--- src/rtl/snn_output_decoder_pkg.sv ---
// Shared definitions for the SNN output decoder.
//   state_e         : decoder FSM states (IDLE, ACCUM, SCAN, HOLD)
//   DEF_OUTPUT_SIZE : default number of output-layer classes
//   DEF_COUNT_WIDTH : default width of each per-class spike counter
//   DEF_IDX_WIDTH   : default width of the class index
package snn_output_decoder_pkg;

  typedef enum logic [1:0] {
    ST_IDLE  = 2'd0,
    ST_ACCUM = 2'd1,
    ST_SCAN  = 2'd2,
    ST_HOLD  = 2'd3
  } state_e;

  localparam int DEF_OUTPUT_SIZE = 10;
  localparam int DEF_COUNT_WIDTH = 8;
  localparam int DEF_IDX_WIDTH   = 4;

endpackage

--- src/rtl/snn_sat_counter.sv ---
// Saturating up-counter with synchronous clear.
//   clk   : clock, rising edge
//   rst   : synchronous active-high reset, zeroes the count
//   clr   : synchronous clear, zeroes the count (wins over inc)
//   inc   : add one, holding at all-ones instead of wrapping
//   count : current count
module snn_sat_counter #(
  parameter int WIDTH = 8
) (
  input  logic             clk,
  input  logic             rst,
  input  logic             clr,
  input  logic             inc,
  output logic [WIDTH-1:0] count
);

  logic [WIDTH-1:0] count_q;
  logic [WIDTH-1:0] count_d;

  always_comb begin
    count_d = count_q;
    if (clr) begin
      count_d = '0;
    end else if (inc && (count_q != {WIDTH{1'b1}})) begin
      count_d = count_q + WIDTH'(1);
    end
  end

  always_ff @(posedge clk) begin
    if (rst) begin
      count_q <= '0;
    end else begin
      count_q <= count_d;
    end
  end

  assign count = count_q;

endmodule

--- src/rtl/snn_output_decoder.sv ---
// SNN output decoder: counts output-layer spikes per class over an inference
// window, then scans the counters one per cycle to find the winning class.
//   clk, rst        : clock (rising edge), synchronous active-high reset
//   start           : pulse opening a new window (IDLE, or restart in ACCUM)
//   spike_valid     : qualifies output_spikes for one time step
//   output_spikes   : per-class spike vector from the compute core
//   compute_done    : window end, sampled in ACCUM
//   class_id        : winning class index (lowest index wins ties)
//   max_count       : spike count of the winning class
//   tie             : another class reached the same non-zero count
//   no_spike        : every counter was zero
//   class_valid     : result valid (HOLD state)
//   class_ready     : consumer accepts the result
//   busy            : high outside IDLE
//   dbg_state       : current FSM state, for observation only
//
// Result handshake: class_valid rises when the scan completes and stays high,
// with class_id/max_count/tie/no_spike frozen, until a cycle in which
// class_valid && class_ready; that cycle is the transfer and class_valid drops
// on the following edge. class_ready while class_valid is low does nothing.
module snn_output_decoder
  import snn_output_decoder_pkg::*;
#(
  parameter int OUTPUT_SIZE = DEF_OUTPUT_SIZE,
  parameter int COUNT_WIDTH = DEF_COUNT_WIDTH,
  parameter int IDX_WIDTH   = DEF_IDX_WIDTH
) (
  input  logic                   clk,
  input  logic                   rst,
  input  logic                   start,
  input  logic                   spike_valid,
  input  logic [OUTPUT_SIZE-1:0] output_spikes,
  input  logic                   compute_done,
  output logic [IDX_WIDTH-1:0]   class_id,
  output logic [COUNT_WIDTH-1:0] max_count,
  output logic                   tie,
  output logic                   no_spike,
  output logic                   class_valid,
  input  logic                   class_ready,
  output logic                   busy,
  output logic [1:0]             dbg_state
);

  localparam logic [IDX_WIDTH-1:0] LAST_IDX = IDX_WIDTH'(OUTPUT_SIZE - 1);

  state_e                 state_q, state_d;
  logic [IDX_WIDTH-1:0]   scan_idx_q, scan_idx_d;
  // Running argmax while scanning; kept apart from the published result so
  // the previous result stays visible until the new scan finishes.
  logic [IDX_WIDTH-1:0]   run_idx_q, run_idx_d;
  logic [COUNT_WIDTH-1:0] run_max_q, run_max_d;
  logic                   run_tie_q, run_tie_d;
  logic [IDX_WIDTH-1:0]   class_id_q, class_id_d;
  logic [COUNT_WIDTH-1:0] max_count_q, max_count_d;
  logic                   tie_q, tie_d;
  logic                   no_spike_q, no_spike_d;

  logic                   cnt_clr;
  logic                   cnt_inc_en;
  logic [COUNT_WIDTH-1:0] counts [OUTPUT_SIZE];
  logic [COUNT_WIDTH-1:0] cur_cnt;

  // A start in ACCUM is a restart: it clears and suppresses that cycle's spikes.
  assign cnt_clr    = start && ((state_q == ST_IDLE) || (state_q == ST_ACCUM));
  assign cnt_inc_en = (state_q == ST_ACCUM) && !start && spike_valid;

  for (genvar g = 0; g < OUTPUT_SIZE; g++) begin : g_cnt
    snn_sat_counter #(
      .WIDTH (COUNT_WIDTH)
    ) u_cnt (
      .clk   (clk),
      .rst   (rst),
      .clr   (cnt_clr),
      .inc   (cnt_inc_en && output_spikes[g]),
      .count (counts[g])
    );
  end

  assign cur_cnt = counts[scan_idx_q];

  always_comb begin
    state_d     = state_q;
    scan_idx_d  = scan_idx_q;
    run_idx_d   = run_idx_q;
    run_max_d   = run_max_q;
    run_tie_d   = run_tie_q;
    class_id_d  = class_id_q;
    max_count_d = max_count_q;
    tie_d       = tie_q;
    no_spike_d  = no_spike_q;

    unique case (state_q)
      ST_IDLE: begin
        if (start) state_d = ST_ACCUM;
      end
      ST_ACCUM: begin
        if (!start && compute_done) begin
          state_d    = ST_SCAN;
          scan_idx_d = '0;
        end
      end
      ST_SCAN: begin
        // Index 0 seeds the running max; later indices replace it only when
        // strictly greater, so the lowest index wins ties. Equal zero counts
        // are not a tie.
        if (scan_idx_q == '0) begin
          run_idx_d = '0;
          run_max_d = cur_cnt;
          run_tie_d = 1'b0;
        end else if (cur_cnt > run_max_q) begin
          run_idx_d = scan_idx_q;
          run_max_d = cur_cnt;
          run_tie_d = 1'b0;
        end else if ((cur_cnt == run_max_q) && (cur_cnt != '0)) begin
          run_tie_d = 1'b1;
        end

        if (scan_idx_q == LAST_IDX) begin
          state_d     = ST_HOLD;
          class_id_d  = run_idx_d;
          max_count_d = run_max_d;
          tie_d       = run_tie_d;
          no_spike_d  = (run_max_d == '0);
        end else begin
          scan_idx_d = scan_idx_q + IDX_WIDTH'(1);
        end
      end
      ST_HOLD: begin
        if (class_ready) state_d = ST_IDLE;
      end
      default: state_d = ST_IDLE;
    endcase
  end

  always_ff @(posedge clk) begin
    if (rst) begin
      state_q     <= ST_IDLE;
      scan_idx_q  <= '0;
      run_idx_q   <= '0;
      run_max_q   <= '0;
      run_tie_q   <= 1'b0;
      class_id_q  <= '0;
      max_count_q <= '0;
      tie_q       <= 1'b0;
      no_spike_q  <= 1'b0;
    end else begin
      state_q     <= state_d;
      scan_idx_q  <= scan_idx_d;
      run_idx_q   <= run_idx_d;
      run_max_q   <= run_max_d;
      run_tie_q   <= run_tie_d;
      class_id_q  <= class_id_d;
      max_count_q <= max_count_d;
      tie_q       <= tie_d;
      no_spike_q  <= no_spike_d;
    end
  end

  assign class_id    = class_id_q;
  assign max_count   = max_count_q;
  assign tie         = tie_q;
  assign no_spike    = no_spike_q;
  assign class_valid = (state_q == ST_HOLD);
  assign busy        = (state_q != ST_IDLE);
  assign dbg_state   = state_q;

endmodule

--- config.mk ---
export PLATFORM = sky130hd
export DESIGN_NAME = snn_output_decoder
export DESIGN_NICKNAME = d
export VERILOG_FILES = /design/src/rtl/snn_output_decoder_pkg.sv /design/src/rtl/snn_sat_counter.sv /design/src/rtl/snn_output_decoder.sv
export SDC_FILE = /design/constraint.sdc
export NUM_CORES = 1
export LEC_CHECK = 0
export CAP_MARGIN = 20
export CORE_MARGIN = 3
export CORE_UTILIZATION = 45
export DETAILED_ROUTE_END_ITERATION = 6
export SYNTH_ARGS = -nofsm -noshare
export SYNTH_HDL_FRONTEND = slang
export SYNTH_HIERARCHICAL = 1
export SYNTH_SLANG_ARGS = --single-unit
--- constraint.sdc ---
create_clock -name clk -period 3.95 [get_ports clk]
set_input_delay 0.395 -clock clk [delete_from_list [all_inputs] [get_ports clk]]
set_output_delay 0.395 -clock clk [all_outputs]
set_load 0.05 [all_outputs]
======== Yosys cells after proc, flatten, opt, wreduce, memory -nomap -nowiden ========
Index checks and enable logic that the tools add are counted.
operators by class
  $lt $le $gt $ge ......................... 2
  reductions and logical operators ........ 37
  bitwise operators ....................... 1
  muxes and demuxes ....................... 19
  add/sub/neg operators ................... 11
  equal/unequal tests ..................... 20
operators with widths
  cell                                                      count
  adder 8 x 1 -> 8 bit, second input constant               10
  != test 8 bit, second input constant                      10
  two-way mux 8 bit                                         5
  binary-select mux 8 bit (select 4 bit)                    1
  logical AND 1 bit                                         25
  two-way mux 4 bit                                         4
  == test 8 bit                                             1
  > comparator 8 bit                                        1
  logical NOT 8 bit                                         1
  two-way mux 2 bit                                         4
  case mux 2 bit (4 select lines)                           1
  case mux 4 bit (2 select lines)                           1
  nonzero test 8 bit                                        1
  != test 2 bit, second input constant                      3
  greater-or-equal comparator 5 bit, second input constant  1
  NOT 4 -> 5 bit                                            1
  adder 4 x 1 -> 4 bit, second input constant               1
  == test 2 bit, second input constant                      2
  == test 4 bit, second input constant                      1
  logical NOT 4 bit                                         1
  != test 2 x 1 -> 1 bit, second input constant             2
  AND reduction 4 bit                                       1
  nonzero test 2 bit                                        2
  two-way mux 1 bit                                         3
  7 further kinds                                           7
word-level totals
  input port bits ......................... 16
  register bits after elaboration ......... 113
  output and inout bits ................... 18
  word-level logic and storage cells ...... 109

======== Longest topological paths before layout ========
  depth after elaboration ................. 9
  depth in mapped cells ................... 16
  depth with buffers taken out ............ 11

======== Modules after synthesis ========
Netlist, hierarchy kept.
by module, submodules not included
  module              cells each  instances  area each (um^2)  sequential area each (um^2)
  snn_sat_counter     47          10         435.4             160.2
  snn_output_decoder  285         1          2501.1            660.6

======== Worst setup path after synthesis ========
OpenSTA, ideal clock, no wires.
  kind .................................... reg-to-reg
  from .................................... register scan_idx_q[1]
  to ...................................... register max_count_q[0] (netlist: max_count[0])
  arrival time ............................ 3208 ps
  cell stages (with the launch flop) ...... 14
  library setup time ...................... 125 ps
  slack ................................... 617 ps
  period minus slack after synthesis ...... 3333 ps
  required time ........................... 3825 ps
  path buffers ............................ 3
  cells stage by stage .................... dfxtp_1 buf_2 buf_1 mux4_2 a22oi_1 o21ai_0 ha_1 nand4_1 nor2_1 a21oi_1 nor3_1 clkbuf_1 mux2i_1 o21ai_0
on the way
  longest elaborated chain between the ends .. 8
  elaborated cells on any way between the ends .. 11
  classes of those cells .................. order compare: 1; eq/ne: 1; mux: 6; bitwise: 1; reduce/logical: 2
ends and longest elaborated chain
  what                                                   line                       source
  from (decl)                                            snn_output_decoder.sv:47   logic [IDX_WIDTH-1:0] scan_idx_q, scan_idx_d;
  from (signal assigned)                                 snn_output_decoder.sv:148  scan_idx_q <= scan_idx_d;
  NOT 4 -> 5 bit (implied by the code)                   snn_output_decoder.sv:79   assign cur_cnt = counts[scan_idx_q];
  binary-select mux 8 bit (select 4 bit)                 snn_output_decoder.sv:79
  two-way mux 8 bit (implied by the code) (2 in series)  snn_output_decoder.sv:79
  > comparator 8 bit                                     snn_output_decoder.sv:110  end else if (cur_cnt > run_max_q) begin
  two-way mux 8 bit                                      snn_output_decoder.sv:110
  two-way mux 8 bit                                      snn_output_decoder.sv:106  if (scan_idx_q == '0) begin
  two-way mux 8 bit                                      snn_output_decoder.sv:92   unique case (state_q)
  to (signal assigned)                                   snn_output_decoder.sv:153  max_count_q <= max_count_d;
  to (decl)                                              snn_output_decoder.sv:54   logic [COUNT_WIDTH-1:0] max_count_q, max_count_d;
Parallel ways exist; a longest one is shown, timed or not. The select of a mux whose other input is x is not followed.
A chain may end at the register's enable or synchronous reset.

======== Final worst setup path ========
  from .................................... register scan_idx_q[0]
  to ...................................... register run_max_q[1]
on the way
  longest elaborated chain between the ends .. 8
  elaborated cells on any way between the ends .. 9
  classes of those cells .................. order compare: 1; mux: 6; bitwise: 1; reduce/logical: 1
ends and longest elaborated chain
  what                                                   line                       source
  NOT 4 -> 5 bit (implied by the code)                   snn_output_decoder.sv:79
  binary-select mux 8 bit (select 4 bit)                 snn_output_decoder.sv:79
  two-way mux 8 bit (implied by the code) (2 in series)  snn_output_decoder.sv:79
  > comparator 8 bit                                     snn_output_decoder.sv:110
  two-way mux 8 bit                                      snn_output_decoder.sv:110
  two-way mux 8 bit (*)                                  snn_output_decoder.sv:106
  two-way mux 8 bit (*)                                  snn_output_decoder.sv:92
  to (signal assigned)                                   snn_output_decoder.sv:150  run_max_q <= run_max_d;
  to (decl)                                              snn_output_decoder.sv:51   logic [COUNT_WIDTH-1:0] run_max_q, run_max_d;
Mark *: on every way between the ends. The rest lies on a longest branch, timed or not. The select of a mux whose other input is x is not followed.

==> results by group <==
STA
  • Fin Setup TNS: 0 ps
  • Worst Clk Skew: 8.35 ps
  • Final hold vios: 0
  • RSZ-0062 raised after global routing: no
  • Min cycle time layout: 3490 ps
  • # setup viols final: 0
  • Pins Over Slew Limit: 0
  • Slew of the pin with the lowest slew margin: 715 ps
  • Rel. slew slack: 52.0%
  • Max Clk Rate: 0.287 GHz
  • Crit share post-route: 88.3%

Synth
  • FFs w/ async S/R, synth: 0%
  • Register area share after synthesis: 33.0%
  • Syn. warnings: 6
  • Most common cell in the netlist: dfxtp_1
  • Commonest cells post-synth: 113 x dfxtp_1, 72 x nand2_1, 67 x mux2i_1
  • Synth area leader: dfxtp_1
  • Synth Register Bits: 113
  • Synth Instances: 755
  • Post-synthesis cell area: 6860 um^2
  • Top cells by area, synth: dfxtp_1 33%, mux2i_1 9.8%, ha_1 4.7%, a2111oi_4 4.0%, nand2_1 3.9%
  • Post-synth EDFFs: 0
  • Yosys cell types: 55
  • Total nets after synthesis: 797
  • Synth Flop Type: dfxtp_1
  • Syn avg cell area: 9.08 um^2
  • Yosys top cell area share: 33.0%

Pwr
  • Net Sw Power: 0.00126 W
  • Clock share of power: 40.0%
  • Seq pwr share: 32.4%
  • Internal power: 0.00257 W
  • Logic pwr share: 27.6%
  • Switch share: 32.9%
  • Leak pwr: 2.95 nW
  • Power Dens Cells: 481 nW/um^2
  • Worst VDD drop: 0.337 mV

Floorplan
  • Top-Level Pins: 34
  • Width of the chip: 129 um
  • Die footprint: 16800 um^2
  • Die height: 129 um
  • Core ar.: 14700 um^2
  • FP Rows: 44
  • Initial Util: 46.6%

Clock network
  • Cts hold-fix bufs: 0
  • Clk slew on worst S/H paths: 50 ps
  • Clock buffer depth: 2
  • Clk root buf: clkbuf_16
  • CTS Sinks: 113
  • CTS tree: built
  • CTS H-Tree Depth: 4
  • Later-pin clock latency in the skew report: 420 ps
  • CTS Buf Count: 17

Setup path
  • CP Cell Sequence: buf_4, mux2_2, a221o_1, ha_1, nand4_1, nor2_1, a21oi_1, buf_4, o31ai_2, buf_4, nor2_1, a211oi_1
  • Kind of critical path: flip-flop to flip-flop
  • Crit path largest cell delay: 470 ps
  • Critical Path Sink Type: flip-flop
  • Crit start category: flip-flop
  • Slowest CP cell: dfxtp_4
  • Crit-path max FO: 16
  • Critical Path Most Common Cell: buf_4
  • CP required: 4280 ps
  • Arrival @ worst endpoint: 3820 ps

Place
  • Placed cell count: 958
  • Port Buffers: 33
  • DPL Wire Length: 13100 um
  • GP Congestion: 0.918

Route
  • DR vias/cell: 6.09
  • Met3 Wirelength: 584 um
  • WL per Instance: 17.9 um
  • Drt total wl: 17800 um
  • Remaining antenna violation count: 0
  • DRC viols: 0
  • Pre-Repair DR Iteration Count: 5
  • Iteration-0 DRC Markers: 408
  • Vias: 6030
  • Metal-1 WL: 8290 um
  • Highest metal used: met4
  • Met2 wire length: 8550 um

Global routing
  • Remaining Overflow, GRT: 0
  • First-pass GRT wire length: 29200 um
  • Initial antenna violation count: 0
  • Largest net degree at the start of global routing: 46
  • Vias in the first global route: 5819
  • All-Layer GR Usage: 21.9%

Final layout
  • Final Util: 54.3%
  • Ratio of cells with drive above 1 in the final layout: 10.9%
  • Final nets: 835
  • Diode count: 0
  • P&R area growth vs syn: 16.4%
  • Final cell count without fillers: 990

Run status
  • Status: completed

Job
  • Total of max-cap violations: 0

Min path
  • Worst hold path type: input port to flip-flop
## through the flow
step           hold WS (ps)  total power (W)  setup WS, ps  instance area (um^2)
6_report                368          0.00383           461                  7980
3_5_place_dp            446          0.00231           142                  7380
4_1_cts                 353          0.00385           128                  7970
2_1_floorplan           431          0.00200           617                  6860
5_1_grt                 386          0.00403           102                  7980
3_3_place_gp            441          0.00229           180                  7380
## cells by family (layout without fill, tap and decap cells)
kind of cell | count (synthesis) | in the layout | synth area share, %
AO/OA/AOI/OAI | 168 | 168 | 19.4
adder cells (fa/ha/maj) | 26 | 26 | 4.75
multiplexers | 80 | 80 | 13.6
AND/OR/NAND/NOR | 308 | 308 | 24.9
XOR/XNOR | 3 | 3 | 0.383
flip-flops | 113 | 113 | 33.0
buffers and inverters | 57 | 108 | 4.00
## repair_timing
item / CTS / global route
gates resized for setup: 0 / 3
setup endpoints to repair: 0 / 12
buffers inserted: 0 / 0
## power groups by stage
stage	clock network (W)	registers (W)	logic [W]
floorplan	0	0.00127	0.000730
global placement	0	0.00126	0.00103
detailed placement	0	0.00126	0.00105
CTS	0.00156	0.00124	0.00105
global route	0.00162	0.00125	0.00116
finish	0.00153	0.00124	0.00106
## state kept, by name, summed over array words and instances, names as in the netlist
name and count:
run_max_q 8, no_spike 1, run_tie_q 1, scan_idx_q 4, run_idx_q 4, dbg_state 2, class_id 4, g_cnt.u_cnt/count 80
max_count 8, tie 1
## layout by cell type (no fill, tap or decap), types with 4 or more instances in the layout
| cell type | count |
|---|---|
| mux2i_1 | 67 |
| inv_1 | 25 |
| a31oi_1 | 10 |
| and4_1 | 20 |
| clkdlybuf4s50_1 | 32 |
| nor2_1 | 36 |
| clkbuf_16 | 17 |
| mux4_2 | 10 |
| and3b_1 | 11 |
| a21boi_1 | 20 |
| nor3_1 | 4 |
| o22ai_1 | 8 |
| a21oi_1 | 50 |
| and3_1 | 32 |
| nand4_1 | 26 |
| nand2_1 | 72 |
| dfxtp_1 | 111 |
| and2_1 | 12 |
| nor4_1 | 10 |
| ha_1 | 26 |
| a2111oi_4 | 10 |
| a21boi_2 | 10 |
| or4_1 | 10 |
| o21ai_0 | 20 |
| clkinv_2 | 5 |
| or3_1 | 33 |
| nand3_1 | 31 |
| a211oi_1 | 13 |
| buf_4 | 18 |
## worst max-delay path, delay by kind of cell, from the launching register on
| family | cells | cell delay, ps |
|---|---|---|
| simple gates | 3 | 400 |
| fa+ha+maj | 1 | 320 |
| mux | 1 | 360 |
| flops | 1 | 470 |
| compound gates | 4 | 1110 |
| buf+inv | 3 | 740 |
## per-layer routing
metal | vias up | GRT usage, %
met5 | - | 0
met1 | 2918 | 28.3
li1 | 2953 | -
met4 | 0 | 7.46
met2 | 131 | 36.8
met3 | 28 | 4.33
## layout make-up
cell class                 count  area, um^2
sequential                   113        2270
multi-input combinational    585        4340
tap                          184         230
inverter                      25        93.8
clock buffer                  21         450
clock inverter                11         138
timing repair buffer          51         460
fill                        1322        6720
## path summary, 6_finish.rpt
path | end | startpoint | cells past startpoint | slack, ps
setup / recovery | run_max_q[1] | scan_idx_q[0] | 12 | 460
hold / removal | g_cnt[9].u_cnt/count[3] | rst | 3 | 370
setup reg to reg | run_max_q[1] | scan_idx_q[0] | 12 | 460
hold reg to reg | class_id[2] | class_id[2] | 2 | 450
Power figures use the tool's default switching activity.
